<file path="config.mk">
export PLATFORM = sky130hd
export DESIGN_NAME = simplez_core
export DESIGN_NICKNAME = d
export VERILOG_FILES = /design/src/rtl/simplez_pkg.sv /design/src/rtl/simplez_alu.sv /design/src/rtl/simplez_core.sv
export SDC_FILE = /design/constraint.sdc
export NUM_CORES = 1
export LEC_CHECK = 0
export ABC_CLOCK_PERIOD_IN_PS = 10450
export BUFFER_PORTS_ARGS = -buffer_cell sky130_fd_sc_hd__buf_2
export CAP_MARGIN = 15
export CORE_MARGIN = 2
export CORE_UTILIZATION = 41
export DETAILED_ROUTE_END_ITERATION = 8
export PLACE_DENSITY_LB_ADDON = 0.2
export SYNTH_ARGS = -nofsm -noshare
export SYNTH_HDL_FRONTEND = slang
export SYNTH_SLANG_ARGS = --single-unit
</file>
<file path="constraint.sdc">
create_clock -name clk -period 10.45 [get_ports clk]
set_input_delay 2.09 -clock clk [delete_from_list [all_inputs] [get_ports clk]]
set_output_delay 2.09 -clock clk [all_outputs]
set_load 0.05 [all_outputs]
</file>
<file path="src/rtl/simplez_pkg.sv">
// Shared definitions for the Simplez core: opcode constants, FSM and ALU
// encodings, and the width relationship between address and data.
package simplez_pkg;

  localparam logic [2:0] CO_ST   = 3'd0;
  localparam logic [2:0] CO_LD   = 3'd1;
  localparam logic [2:0] CO_ADD  = 3'd2;
  localparam logic [2:0] CO_BR   = 3'd3;
  localparam logic [2:0] CO_BZ   = 3'd4;
  localparam logic [2:0] CO_CLR  = 3'd5;
  localparam logic [2:0] CO_DEC  = 3'd6;
  localparam logic [2:0] CO_HALT = 3'd7;

  localparam logic [3:0] COE_HALT = 4'hE;
  localparam logic [3:0] COE_WAIT = 4'hF;

  typedef enum logic [2:0] {
    S_FETCH,
    S_EXEC,
    S_MEM,
    S_WAITT,
    S_HALTED
  } state_t;

  typedef enum logic [1:0] {
    ALU_PASS,
    ALU_CLR,
    ALU_ADD,
    ALU_DEC
  } alu_op_t;

  // The instruction word is a 3-bit opcode followed by an address field.
  function automatic bit widths_ok(input int aw, input int dw);
    return dw == aw + 3;
  endfunction

endpackage

</file>
<file path="src/rtl/simplez_alu.sv">
// Combinational accumulator datapath: pass-through load, clear, add and
// decrement, with a zero flag on the result.
module simplez_alu
  import simplez_pkg::*;
#(
  parameter int DW = 12
) (
  input  alu_op_t         i_op,
  input  logic [DW-1:0]   i_a,
  input  logic [DW-1:0]   i_b,
  output logic [DW-1:0]   o_result,
  output logic            o_zero
);

  always_comb begin
    o_result = i_a;
    case (i_op)
      ALU_PASS: o_result = i_b;
      ALU_CLR:  o_result = '0;
      ALU_ADD:  o_result = i_a + i_b;
      ALU_DEC:  o_result = i_a - DW'(1);
      default:  o_result = i_a;
    endcase
  end

  assign o_zero = (o_result == '0);

endmodule

</file>
<file path="src/rtl/simplez_core.sv">
// Simplez accumulator CPU with a single req/ack memory bus, HALT/resume and
// a programmable WAIT delay; retire pulses once per completed instruction.
module simplez_core
  import simplez_pkg::*;
#(
  parameter int AW          = 9,
  parameter int DW          = 12,
  parameter int WAIT_CYCLES = 2400000,
  parameter int RESET_PC    = 0
) (
  input  logic          clk,
  input  logic          rstn,
  output logic          mem_req,
  output logic          mem_we,
  output logic [AW-1:0] mem_addr,
  output logic [DW-1:0] mem_wdata,
  input  logic [DW-1:0] mem_rdata,
  input  logic          mem_ack,
  input  logic          resume,
  output logic [DW-1:0] acc,
  output logic          zflag,
  output logic          halted,
  output logic [AW-1:0] pc,
  output logic          retire
);

  localparam int CW = (WAIT_CYCLES > 1) ? $clog2(WAIT_CYCLES) : 1;

  if (!widths_ok(AW, DW)) begin : g_width_err
    $error("simplez_core: DW must equal AW+3");
  end
  if (WAIT_CYCLES < 1) begin : g_wait_err
    $error("simplez_core: WAIT_CYCLES must be at least 1");
  end

  state_t        r_state;
  logic [AW-1:0] r_cp;
  logic [DW-1:0] r_acc;
  logic          r_z;
  logic [DW-1:0] r_ri;
  logic [CW-1:0] r_wcnt;
  logic          r_retire;
  logic          r_halted;
  logic          r_run;

  logic [2:0]    w_co;
  logic [3:0]    w_coe;
  logic [AW-1:0] w_cd;
  logic          w_req;
  logic          w_xfer;
  alu_op_t       w_alu_op;
  logic [DW-1:0] w_alu_res;
  logic          w_alu_zero;

  assign w_co  = r_ri[DW-1:DW-3];
  assign w_coe = r_ri[DW-1:DW-4];
  assign w_cd  = r_ri[AW-1:0];

  // r_run keeps the bus quiet until rstn has been sampled high once.
  assign w_req  = rstn && r_run && ((r_state == S_FETCH) || (r_state == S_MEM));
  assign w_xfer = w_req && mem_ack;

  assign mem_req   = w_req;
  assign mem_we    = (r_state == S_MEM) && (w_co == CO_ST);
  assign mem_addr  = (r_state == S_MEM) ? w_cd : r_cp;
  assign mem_wdata = r_acc;

  assign acc    = r_acc;
  assign zflag  = r_z;
  assign halted = r_halted;
  assign pc     = r_cp;
  assign retire = r_retire;

  always_comb begin
    w_alu_op = ALU_PASS;
    if (r_state == S_EXEC) begin
      w_alu_op = (w_co == CO_CLR) ? ALU_CLR : ALU_DEC;
    end else if (w_co == CO_ADD) begin
      w_alu_op = ALU_ADD;
    end
  end

  simplez_alu #(.DW(DW)) u_alu (
    .i_op     (w_alu_op),
    .i_a      (r_acc),
    .i_b      (mem_rdata),
    .o_result (w_alu_res),
    .o_zero   (w_alu_zero)
  );

  always_ff @(posedge clk) begin
    if (!rstn) begin
      r_state  <= S_FETCH;
      r_cp     <= AW'(RESET_PC);
      r_acc    <= '0;
      r_z      <= 1'b0;
      r_ri     <= '0;
      r_wcnt   <= '0;
      r_retire <= 1'b0;
      r_halted <= 1'b0;
      r_run    <= 1'b0;
    end else begin
      r_run    <= 1'b1;
      r_retire <= 1'b0;
      case (r_state)
        S_FETCH: begin
          if (w_xfer) begin
            r_ri    <= mem_rdata;
            r_cp    <= r_cp + AW'(1);
            r_state <= S_EXEC;
          end
        end
        S_EXEC: begin
          r_state  <= S_FETCH;
          r_retire <= 1'b1;
          case (w_co)
            CO_CLR, CO_DEC: begin
              r_acc <= w_alu_res;
              r_z   <= w_alu_zero;
            end
            CO_BR: r_cp <= w_cd;
            CO_BZ: if (r_z) r_cp <= w_cd;
            CO_ST, CO_LD, CO_ADD: begin
              r_state  <= S_MEM;
              r_retire <= 1'b0;
            end
            default: begin
              r_retire <= 1'b0;
              if (w_coe == COE_WAIT) begin
                r_wcnt  <= '0;
                r_state <= S_WAITT;
              end else begin
                r_halted <= 1'b1;
                r_state  <= S_HALTED;
              end
            end
          endcase
        end
        S_MEM: begin
          if (w_xfer) begin
            if (w_co != CO_ST) begin
              r_acc <= w_alu_res;
              r_z   <= w_alu_zero;
            end
            r_retire <= 1'b1;
            r_state  <= S_FETCH;
          end
        end
        S_WAITT: begin
          if (r_wcnt == CW'(WAIT_CYCLES - 1)) begin
            r_retire <= 1'b1;
            r_state  <= S_FETCH;
          end else begin
            r_wcnt <= r_wcnt + CW'(1);
          end
        end
        S_HALTED: begin
          if (resume) begin
            r_halted <= 1'b0;
            r_retire <= 1'b1;
            r_state  <= S_FETCH;
          end
        end
        default: r_state <= S_FETCH;
      endcase
    end
  end

endmodule
</file>
==> metrics.cfg <==
[sta]
slew_viol_final = 0
worst_pin_slew_ns = 1.113
slew_headroom_pct = 25.78
max_freq_mhz = 192.5
finalSetupViolations = 0
rsz0062_at_grt = false
fin_crit_sh_pct = 49.71
hold_violations = 0
clock_skew_ns = 0.009363
tns_ns = 0
min_period_ns = 5.195

[global_routing]
grt_pass1_vias = 3481
grt_first_pass_wirelength_mm = 16.68
antenna_found_initial = 0
track_usage_pct = 19.80
grt_overflow_total = 0
grt_max_degree = 33

[place]
globalplace.congestion = 0.8908
hpwl_mm = 7.409
io_buffer_count = 62

[clock_network]
cts_buffers = 9
cts_setup_buffers = 0
cts_resized = 0
cts_tree = built
htree_levels = 3
clk_pin_slew_ns = 0.08
insertion_delay_ns = 0.34
cts.hold.buffers_added = 0
root_buffer = clkbuf_8
cts_buffer_depth = 2
clock_sinks = 62

[critical_path]
crit_type = in -> reg
cp-start-kind = input port
crit_path_max_incr_delay_ns = 0.83
critPathMaxFanout = 5
path_cells = buf_2 -> inv_1 -> ha_1 -> nand2_1 -> or4_1 -> o21ai_0 -> nand3_1 -> ha_1 -> nand2_1 -> a2111oi_0 -> o31a_1 -> o22ai_1 -> a211oi_1 -> a31o_1
cp_slowest_cell = a2111oi_0
required_ns = 10.74
crit_family = compound AO/OA/AOI/OAI gates
cp-end-kind = register
worst_ep_arrival_time_ns = 5.48
crit_buf_inv = 2

[synthesis]
ys_types = 58
synth_cells = 521
synth-seq-cells = 62
postSynthAreaPerCell_sq_um = 7.783
yosysWarnings = 0
synthArstFlopShare_pct = 0
synth-edff-count = 0
ys.flop_type = dfxtp_1
syn_area_sq_um = 4055
ys_seq_area_share_pct = 30.61
synthesis.nets = 557

[routing]
drtPass1Iterations = 5
routed_wl_mm = 10.37
routedWlPerCell_um = 14.90
vias = 3816
drt-vias-per-instance = 5.483
drcViolationCount = 0
drt_iter0_markers = 152
antenna_left = 0

[pwr]
p_per_area_nw_per_um2 = 147.5
ir_drop_v = 0.00006088
p_total_mw = 0.6730
p_leak_nw = 1.824

[die]
die_h_um = 103.5
die_w_um = 103.5
core_sq_um = 9684
rows = 36
io_pins = 63
initial_core_util_pct = 41.87
dieArea_sq_um = 10700

[final_layout]
diodes = 0
layout_common_cells = nor2_1, nand2_1, dfxtp_1, buf_2, a21oi_1
area_growth_pct = 12.53
nFillCells = 994
multi_input_area_sq_um = 2571
layout.nets = 594
seqCellArea_sq_um = 1241
drive_above_1_share_pct = 19.01
final_common_cell = nor2_1

[run]
drv_cap = 0

[worst_hold_path]
hold_path.class = reg -> reg

[status]
outcome = finished, final reports clean

flip-flops by register name (all words and copies together), names as in the netlist:
signal and cells:
pc 9, zflag 1, r_state 3, r_ri 12, retire 1, acc 12
r_run 1, halted 1, r_wcnt 22
Yosys cell counts (all sizes together) (2+ instances only):
master	count	area [sq um]
buf	17	122.6
a21oi	40	200.2
xnor2	19	166.4
and3	4	25.02
or4	3	30.03
o21a	2	15.01
xor2	15	131.4
o21ai	33	165.2
a21o	2	15.01
a211oi	14	115.1
a41oi	2	17.52
o211ai	6	45.04
nor2b	5	31.28
a22oi	4	30.03
or2	4	25.02
o221a	4	45.04
nor4b	2	17.52
a31oi	5	31.28
or3	4	25.02
ha	19	237.7
nand2	62	232.7
o211a	2	20.02
nand2b	7	43.79
nand3	14	70.07
inv	12	45.04
nor3	15	75.07
dfxtp	62	1241
nor4	6	43.79
and4b	2	20.02
nor3b	6	55.05
nor2	66	247.7
o31ai	2	15.01
and2	3	18.77
clkbuf	21	78.83
a2111oi	3	45.05
a31o	3	26.28
o22a	3	26.28
o31a	3	26.28
mux2	8	90.09
nand4	7	43.79
power by group:
part / total (mW) / switching [mW] / internal [mW]
sequential: 0.261 / 0.0150 / 0.246
combinational: 0.176 / 0.119 / 0.0568
clock: 0.236 / 0.102 / 0.134
total: 0.673 / 0.236 / 0.437
per-layer routing:
layer  vias up  wire length (um)  global-route usage (%)
li1       1920                 -                       -
met1      1802              4940                   25.91
met2        79              4822                   33.05
met3        15               457                   3.629
met4         0               151                   6.275
met5         -                 0                       0
cell type report:
cell class / instances / area share, %
multi-input combinational: 409 / 56.35
sequential: 62 / 27.20
timing repair buffer: 64 / 7.129
tap: 133 / 3.647
clock buffer: 10 / 2.797
clock inverter: 6 / 1.892
inverter: 12 / 0.9871
through the flow:
| stage | instance area (sq um) | std cells | hold slack (ns) | utilization [%] | setup slack (ns) |
|---|---|---|---|---|---|
| 2_1_floorplan | 4055 | 521 | 0.4609 | - | 4.955 |
| 3_3_place_gp | 4349 | 680 | 0.4766 | 44.91 | 5.169 |
| 3_5_place_dp | 4349 | 680 | 0.4921 | 44.91 | 4.977 |
| 4_1_cts | 4563 | 696 | 0.5024 | 47.12 | 5.314 |
| 5_1_grt | 4563 | 696 | 0.5159 | 47.12 | 4.957 |
| 6_report | 4563 | 696 | 0.5003 | 47.12 | 5.255 |
cells by family after synthesis:
family,share of synthesized area [%]
compound gates,21.75
xor+xnor,7.344
fa+ha+maj,6.356
buf+inv,6.078
flops,30.61
mux,2.468
simple gates,25.39
tightest hold or removal path, stage by stage, from the launching register on:
cell and delay (ns):
dfxtp_1 0.33, nand3_1 0.07, a21oi_1 0.06
final timing paths:
kind,to,slack [ns],cells past startpoint,startpoint
worst min-delay path,r_wcnt[1],0.50,2,r_wcnt[1]
worst min register to register,r_wcnt[1],0.50,2,r_wcnt[1]
worst max register to register,zflag,6.57,11,r_state[0]
worst max-delay path,zflag,5.26,14,mem_rdata[1]
Power figures use the tool's default switching activity.
